### config.mk
export PLATFORM = sky130hd
export DESIGN_NAME = program_loader_flat
export DESIGN_NICKNAME = d
export VERILOG_FILES = /design/src/rtl/program_loader_if.sv /design/src/rtl/program_loader.sv /design/src/flat_wrapper.sv
export SDC_FILE = /design/constraint.sdc
export NUM_CORES = 1
export LEC_CHECK = 0
export ABC_AREA = 0
export CAP_MARGIN = 20
export CELL_PAD_IN_SITES_DETAIL_PLACEMENT = 1
export CELL_PAD_IN_SITES_GLOBAL_PLACEMENT = 1
export CORE_ASPECT_RATIO = 0.6
export CORE_MARGIN = 2
export CORE_UTILIZATION = 40
export DETAILED_ROUTE_END_ITERATION = 12
export GPL_ROUTABILITY_DRIVEN = 0
export PLACE_DENSITY = 0.88
export SYNTH_ARGS = -nofsm -noshare
export SYNTH_HDL_FRONTEND = slang
export SYNTH_SLANG_ARGS = --single-unit
### constraint.sdc
create_clock -name clk -period 2.65 [get_ports clk]
set_clock_uncertainty 0.15 [all_clocks]
set_input_delay 0.3975 -clock clk [delete_from_list [all_inputs] [get_ports clk]]
set_output_delay 0.3975 -clock clk [all_outputs]
set_load 0.005 [all_outputs]
### src/rtl/program_loader_if.sv
// rtl/program_loader_if.sv - host/RAM/control-FSM bundle for the program loader
// master is the host side driving bytes; slave is the loader itself.
interface program_loader_if #(
  parameter int ADDR_W = 8,
  parameter int CNT_W  = 16
);
  logic              start;
  logic [7:0]        rx_data;
  logic              rx_valid;
  logic              rx_ready;
  logic              iram_we;
  logic [ADDR_W-1:0] iram_addr;
  logic [31:0]       iram_wdata;
  logic              cpu_reset;
  logic              cpu_enable;
  logic              cpu_finish;
  logic              busy;
  logic              done;
  logic              error;
  logic [CNT_W-1:0]  words_loaded;

  modport master (
    output start, rx_data, rx_valid, cpu_finish,
    input  rx_ready, iram_we, iram_addr, iram_wdata, cpu_reset, cpu_enable,
           busy, done, error, words_loaded
  );

  modport slave (
    input  start, rx_data, rx_valid, cpu_finish,
    output rx_ready, iram_we, iram_addr, iram_wdata, cpu_reset, cpu_enable,
           busy, done, error, words_loaded
  );
endinterface

### src/rtl/program_loader.sv
// rtl/program_loader.sv - byte-stream program loader feeding instruction RAM and the control FSM
// Header is a 16-bit little-endian word count, followed by little-endian 32-bit words.
module program_loader #(
  parameter int ADDR_W = 8,
  parameter int CNT_W  = 16
) (
  input logic             clk,
  input logic             reset,
  program_loader_if.slave bus
);
  typedef enum logic [3:0] {
    S_IDLE, S_LEN_LO, S_LEN_HI, S_CHECK, S_DATA,
    S_WRITE, S_RELEASE, S_RUN, S_HALT, S_ERR
  } state_t;

  localparam logic [CNT_W-1:0] DEPTH = CNT_W'(2**ADDR_W);

  state_t           state;
  state_t           nxt;
  logic [CNT_W-1:0] len;
  logic [1:0]       idx;
  logic             acc;
  logic [CNT_W-1:0] wl_inc;

  assign acc    = bus.rx_valid && bus.rx_ready;
  assign wl_inc = bus.words_loaded + CNT_W'(1);

  always_comb begin
    nxt = state;
    case (state)
      S_IDLE, S_HALT, S_ERR: if (bus.start) nxt = S_LEN_LO;
      S_LEN_LO:  if (acc) nxt = S_LEN_HI;
      S_LEN_HI:  if (acc) nxt = S_CHECK;
      S_CHECK:   nxt = (len == '0 || len > DEPTH) ? S_ERR : S_DATA;
      S_DATA:    if (acc && idx == 2'd3) nxt = S_WRITE;
      S_WRITE:   nxt = (wl_inc == len) ? S_RELEASE : S_DATA;
      S_RELEASE: nxt = S_RUN;
      S_RUN:     if (bus.cpu_finish) nxt = S_HALT;
      default:   nxt = S_IDLE;
    endcase
  end

  // Outputs are decoded from the next state so they are registered yet line up with it.
  always_ff @(posedge clk or negedge reset) begin
    if (!reset) begin
      state            <= S_IDLE;
      len              <= '0;
      idx              <= '0;
      bus.rx_ready     <= 1'b0;
      bus.iram_we      <= 1'b0;
      bus.iram_addr    <= '0;
      bus.iram_wdata   <= '0;
      bus.cpu_reset    <= 1'b1;
      bus.cpu_enable   <= 1'b0;
      bus.busy         <= 1'b0;
      bus.done         <= 1'b0;
      bus.error        <= 1'b0;
      bus.words_loaded <= '0;
    end else begin
      state          <= nxt;
      bus.rx_ready   <= (nxt == S_LEN_LO) || (nxt == S_LEN_HI) || (nxt == S_DATA);
      bus.iram_we    <= (nxt == S_WRITE);
      bus.cpu_reset  <= !((nxt == S_RUN) || (nxt == S_HALT));
      bus.cpu_enable <= (nxt == S_RELEASE) || (nxt == S_RUN) || (nxt == S_HALT);
      bus.busy       <= (nxt == S_LEN_LO) || (nxt == S_LEN_HI) || (nxt == S_CHECK) ||
                        (nxt == S_DATA) || (nxt == S_WRITE) || (nxt == S_RELEASE) ||
                        (nxt == S_RUN);
      bus.done       <= (nxt == S_HALT);
      bus.error      <= (nxt == S_ERR);
      case (state)
        S_IDLE, S_HALT, S_ERR: begin
          if (bus.start) begin
            bus.words_loaded <= '0;
            idx              <= '0;
          end
        end
        S_LEN_LO: if (acc) len[7:0] <= bus.rx_data;
        S_LEN_HI: if (acc) len[15:8] <= bus.rx_data;
        S_DATA: begin
          if (acc) begin
            bus.iram_wdata[{idx, 3'b000} +: 8] <= bus.rx_data;
            idx <= idx + 2'd1;
            if (idx == 2'd3) bus.iram_addr <= bus.words_loaded[ADDR_W-1:0];
          end
        end
        S_WRITE: begin
          bus.words_loaded <= wl_inc;
          idx              <= '0;
        end
        default: ;
      endcase
    end
  end
endmodule

### src/flat_wrapper.sv
// flat-port wrapper written by rule: the top's interface ports become plain ports
module program_loader_flat 
#(
  parameter int ADDR_W = 8,
  parameter int CNT_W  = 16
)
  (clk, reset, bus_start, bus_rx_data, bus_rx_valid, bus_cpu_finish, bus_rx_ready, bus_iram_we, bus_iram_addr, bus_iram_wdata, bus_cpu_reset, bus_cpu_enable, bus_busy, bus_done, bus_error, bus_words_loaded);
  program_loader_if #(.ADDR_W(ADDR_W), .CNT_W(CNT_W)) bus_i ();
  input logic clk;
  input logic reset;
  input wire logic [$bits(bus_i.start)-1:0] bus_start;
  input wire logic [$bits(bus_i.rx_data)-1:0] bus_rx_data;
  input wire logic [$bits(bus_i.rx_valid)-1:0] bus_rx_valid;
  input wire logic [$bits(bus_i.cpu_finish)-1:0] bus_cpu_finish;
  output wire logic [$bits(bus_i.rx_ready)-1:0] bus_rx_ready;
  output wire logic [$bits(bus_i.iram_we)-1:0] bus_iram_we;
  output wire logic [$bits(bus_i.iram_addr)-1:0] bus_iram_addr;
  output wire logic [$bits(bus_i.iram_wdata)-1:0] bus_iram_wdata;
  output wire logic [$bits(bus_i.cpu_reset)-1:0] bus_cpu_reset;
  output wire logic [$bits(bus_i.cpu_enable)-1:0] bus_cpu_enable;
  output wire logic [$bits(bus_i.busy)-1:0] bus_busy;
  output wire logic [$bits(bus_i.done)-1:0] bus_done;
  output wire logic [$bits(bus_i.error)-1:0] bus_error;
  output wire logic [$bits(bus_i.words_loaded)-1:0] bus_words_loaded;
  assign bus_i.start = bus_start;
  assign bus_i.rx_data = bus_rx_data;
  assign bus_i.rx_valid = bus_rx_valid;
  assign bus_i.cpu_finish = bus_cpu_finish;
  assign bus_rx_ready = bus_i.rx_ready;
  assign bus_iram_we = bus_i.iram_we;
  assign bus_iram_addr = bus_i.iram_addr;
  assign bus_iram_wdata = bus_i.iram_wdata;
  assign bus_cpu_reset = bus_i.cpu_reset;
  assign bus_cpu_enable = bus_i.cpu_enable;
  assign bus_busy = bus_i.busy;
  assign bus_done = bus_i.done;
  assign bus_error = bus_i.error;
  assign bus_words_loaded = bus_i.words_loaded;
  program_loader #(.ADDR_W(ADDR_W), .CNT_W(CNT_W)) u_core (.clk(clk), .reset(reset), .bus(bus_i));
endmodule
==> results.txt <==
Clock Latency Late Sink -> 0.35 ns
most common cell after layout, fill and taps aside -> nand2_1
Max VDD drop -> 0.414 mV
# Max-Cap Violations -> 0
Lkg Pwr -> 0.00239 uW
# DRC -> 0
final WL -> 13.0 mm
nets@finish -> 538
worst setup margin -> 0.0614 ns
worst-path cell chain -> buf_4 -> nand3_1 -> nor2_1 -> nand3_1 -> xnor2_1 -> nor4_2 -> a41o_1 -> o41a_1
R2R depth -> 8
worst slew pin tran -> 0.695 ns
Crit path top cell by count -> nand3_1
Synth Warn # -> 0
CTS tree -> built
first-pass detailed-route iteration total -> 4
clk root buf -> clkbuf_16
clock sinks -> 85
Rows -> 28
# setup viols final -> 0
HPWL Detailed -> 9.06 mm
chip width -> 135 um
Hold Path Class -> reg -> reg
Num CTS Buffers -> 9
wire per inst -> 19.8 um
fraction of layout cells with a size suffix above 1 -> 17.6%
Seq/Total Area, Yosys -> 51.5%
Hold Vio Cnt, Final -> 0
Overflow after GRT -> 0
Post-synth EDFFs -> 0
Worst Setup Path Type -> reg -> reg
Finished Layout Cells -> 659
flops & latches, synth -> 85
Slew HR -> 53.3%
Core ar. -> 9950 um2
Bufs and invs on worst path -> 1
pwr dens -> 847 nW/um2
Worst path top cell family by delay -> simple AND/OR/NAND/NOR gates
Final period util -> 97.7%
Placed Cells incl. Taps -> 642
via/cell ratio -> 5.56
placed cell area -> 5200 um2
hold depth -> 2
cells after synthesis -> 422
outcome -> complete, no violations
CP Capture Type -> register
Place WS -> -0.00417 ns
synthesis-to-finish area growth -> 34.5%
post-layout min period -> 2.59 ns
area leader, netlist -> dfrtp_1
die height -> 82.7 um
Critical Path RT -> 2.73 ns
critical path fanouts, max -> 11
Mapped Nets -> 441
crit path launch type -> register
H-tree Lvls -> 3
remaining antenna violation count -> 0
final instance area -> 5560 um2
Global Route Usage Sum -> 24.3%
setup TNS -> 0 ns
Diodes inserted -> 0
Area contributors post-synth -> dfrtp_1 (51%), nand2_1 (8.1%), mux2_2 (6.5%)
asr flop ratio synth -> 100%
FMAX -> 386 MHz
largest net degree at the start of global routing -> 47
Die ar. -> 11200 um2
Final Max Tran Viols -> 0
I/O Pins -> 76
first-pass GRT wire length -> 20.5 mm
Mapped Area -> 4130 um2
Starting Density -> 41.5%
commonest cells after routing, fill and taps aside -> nand2_1 (89), dfrtp_1 (82), clkdlybuf4s50_1 (74), o21ai_0 (53), buf_4 (29)
Synth Area per Inst -> 9.79 um2
CTS Buffer Depth -> 2
vias in the first global route -> 3814
Post-synth top flop -> dfrtp_1
Initial DRC Count -> 187
routed vias -> 3666
initial antenna violation count -> 0
# port buffers -> 75
share of the synthesized area in the top cell type -> 50.9%
Synth cell types -> 45
clock-pin slew on the worst setup and hold paths -> 0.06 ns
crit path DAT -> 2.67 ns
slowest CP cell -> o41a_1
Crit. path cell count -> 8
Critical Path Max Stage Delay -> 0.38 ns
## timing repair
action	in CTS	in global routing
cloned	0	0
buffers inserted	0	0
resized for setup	1	10
endpoints found under the hold margin	44	0
hold buffers	1	0
setup endpoints to repair	2	4
## path summary, 6_finish.rpt
check,from,end,slack [ns]
hold / removal,u_core.bus.iram_wdata[30],u_core.bus.iram_wdata[30],0.33
max in group asynchronous,reset,u_core.len[2],1.24
min in group asynchronous,reset,u_core.bus.words_loaded[2],0.46
hold reg to reg,u_core.bus.iram_wdata[30],u_core.bus.iram_wdata[30],0.33
setup / recovery,u_core.bus.words_loaded[7],u_core.bus.busy,0.06
setup reg to reg,u_core.bus.words_loaded[7],u_core.bus.busy,0.06
## per-layer routing
metal  GRT usage [%]  share of wire [%]  wire (um)
met3            4.88                4.4        575
met4            6.77                1.7        227
met5               0                  0          0
met1            34.2                 48       6180
met2            38.8                 46       6030
## layout make-up
| type | count | area, um2 |
|---|---|---|
| flip-flops and latches | 85 | 2130 |
| inverters | 7 | 26.3 |
| fillers | 1118 | 4390 |
| repair buffers | 105 | 988 |
| clock buffers | 12 | 267 |
| well taps | 135 | 169 |
| clock inverters | 4 | 31.3 |
| multi-input cells | 311 | 1950 |
## state kept, by name (all words and copies together) (netlist names)
| register | flops |
|---|---|
| u_core.idx | 2 |
| u_core.state | 4 |
| u_core.bus.cpu_reset | 1 |
| u_core.bus.iram_we | 1 |
| u_core.bus.done | 1 |
| u_core.bus.busy | 1 |
| u_core.bus.rx_ready | 1 |
| u_core.bus.iram_wdata | 32 |
| u_core.bus.words_loaded | 16 |
| u_core.bus.iram_addr | 8 |
| u_core.bus.cpu_enable | 1 |
| u_core.bus.error | 1 |
| u_core.len | 16 |
## power breakdown
part / switching [uW] / leakage [uW] / total (uW) / internal, uW
Sequential: 260 / 0.00114 / 1810 / 1550
Combinational: 892 / 0.00111 / 1650 / 757
Clock: 533 / 0.000137 / 1250 / 714
Total: 1680 / 0.00239 / 4710 / 3020
## synthesized netlist by cell type (2+ instances only)
library cell   n
nand2b_1       2
and3_1         4
nor3b_1        4
nor4_1         6
buf_4          2
o21ai_0       53
or4_1          3
nor2b_1        2
nand3_1       14
a211oi_1       2
a31oi_1        3
nand4_1        4
nand2_1       89
nand3b_1       3
ha_1           6
nor2_1        18
nor3_1         8
a21oi_1        8
inv_1          7
dfrtp_1       84
o41ai_1        3
or2_2          3
mux2_2        24
buf_2          2
mux2i_1        2
o31ai_1       10
clkbuf_1      15
xor2_1         9
or4b_2         2
xnor2_1       15
## cells by family after synthesis
kind of cell               count (synthesis)  synth area share (%)
muxes                                     26                  7.02
AOI/OAI and AO/OA                         86                  12.2
xor gates and xnor gates                  25                  5.48
buffers and inverters                     26                  2.60
DFF                                       85                  51.5
adders and majority gates                  6                  1.82
and+or+nand+nor                          168                  19.4
## stage by stage
| stage | utilization [%] | total power (uW) | hold WS [ns] |
|---|---|---|---|
| global route | 55.9 | 4970 | 0.356 |
| finish | 55.9 | 4710 | 0.331 |
| global placement | 52.3 | 3240 | 0.297 |
| floorplan | - | 2710 | -0.0481 |
| CTS | 55.4 | 4640 | 0.340 |
| detailed placement | 52.3 | 3360 | 0.305 |
## worst min-delay path, delay by kind of cell (launching register included)
family | cells | cell delay [ns]
flops | 1 | 0.34
simple gates | 1 | 0.05
compound gates | 1 | 0.06
Note: power is estimated with default switching activity, not from simulation.
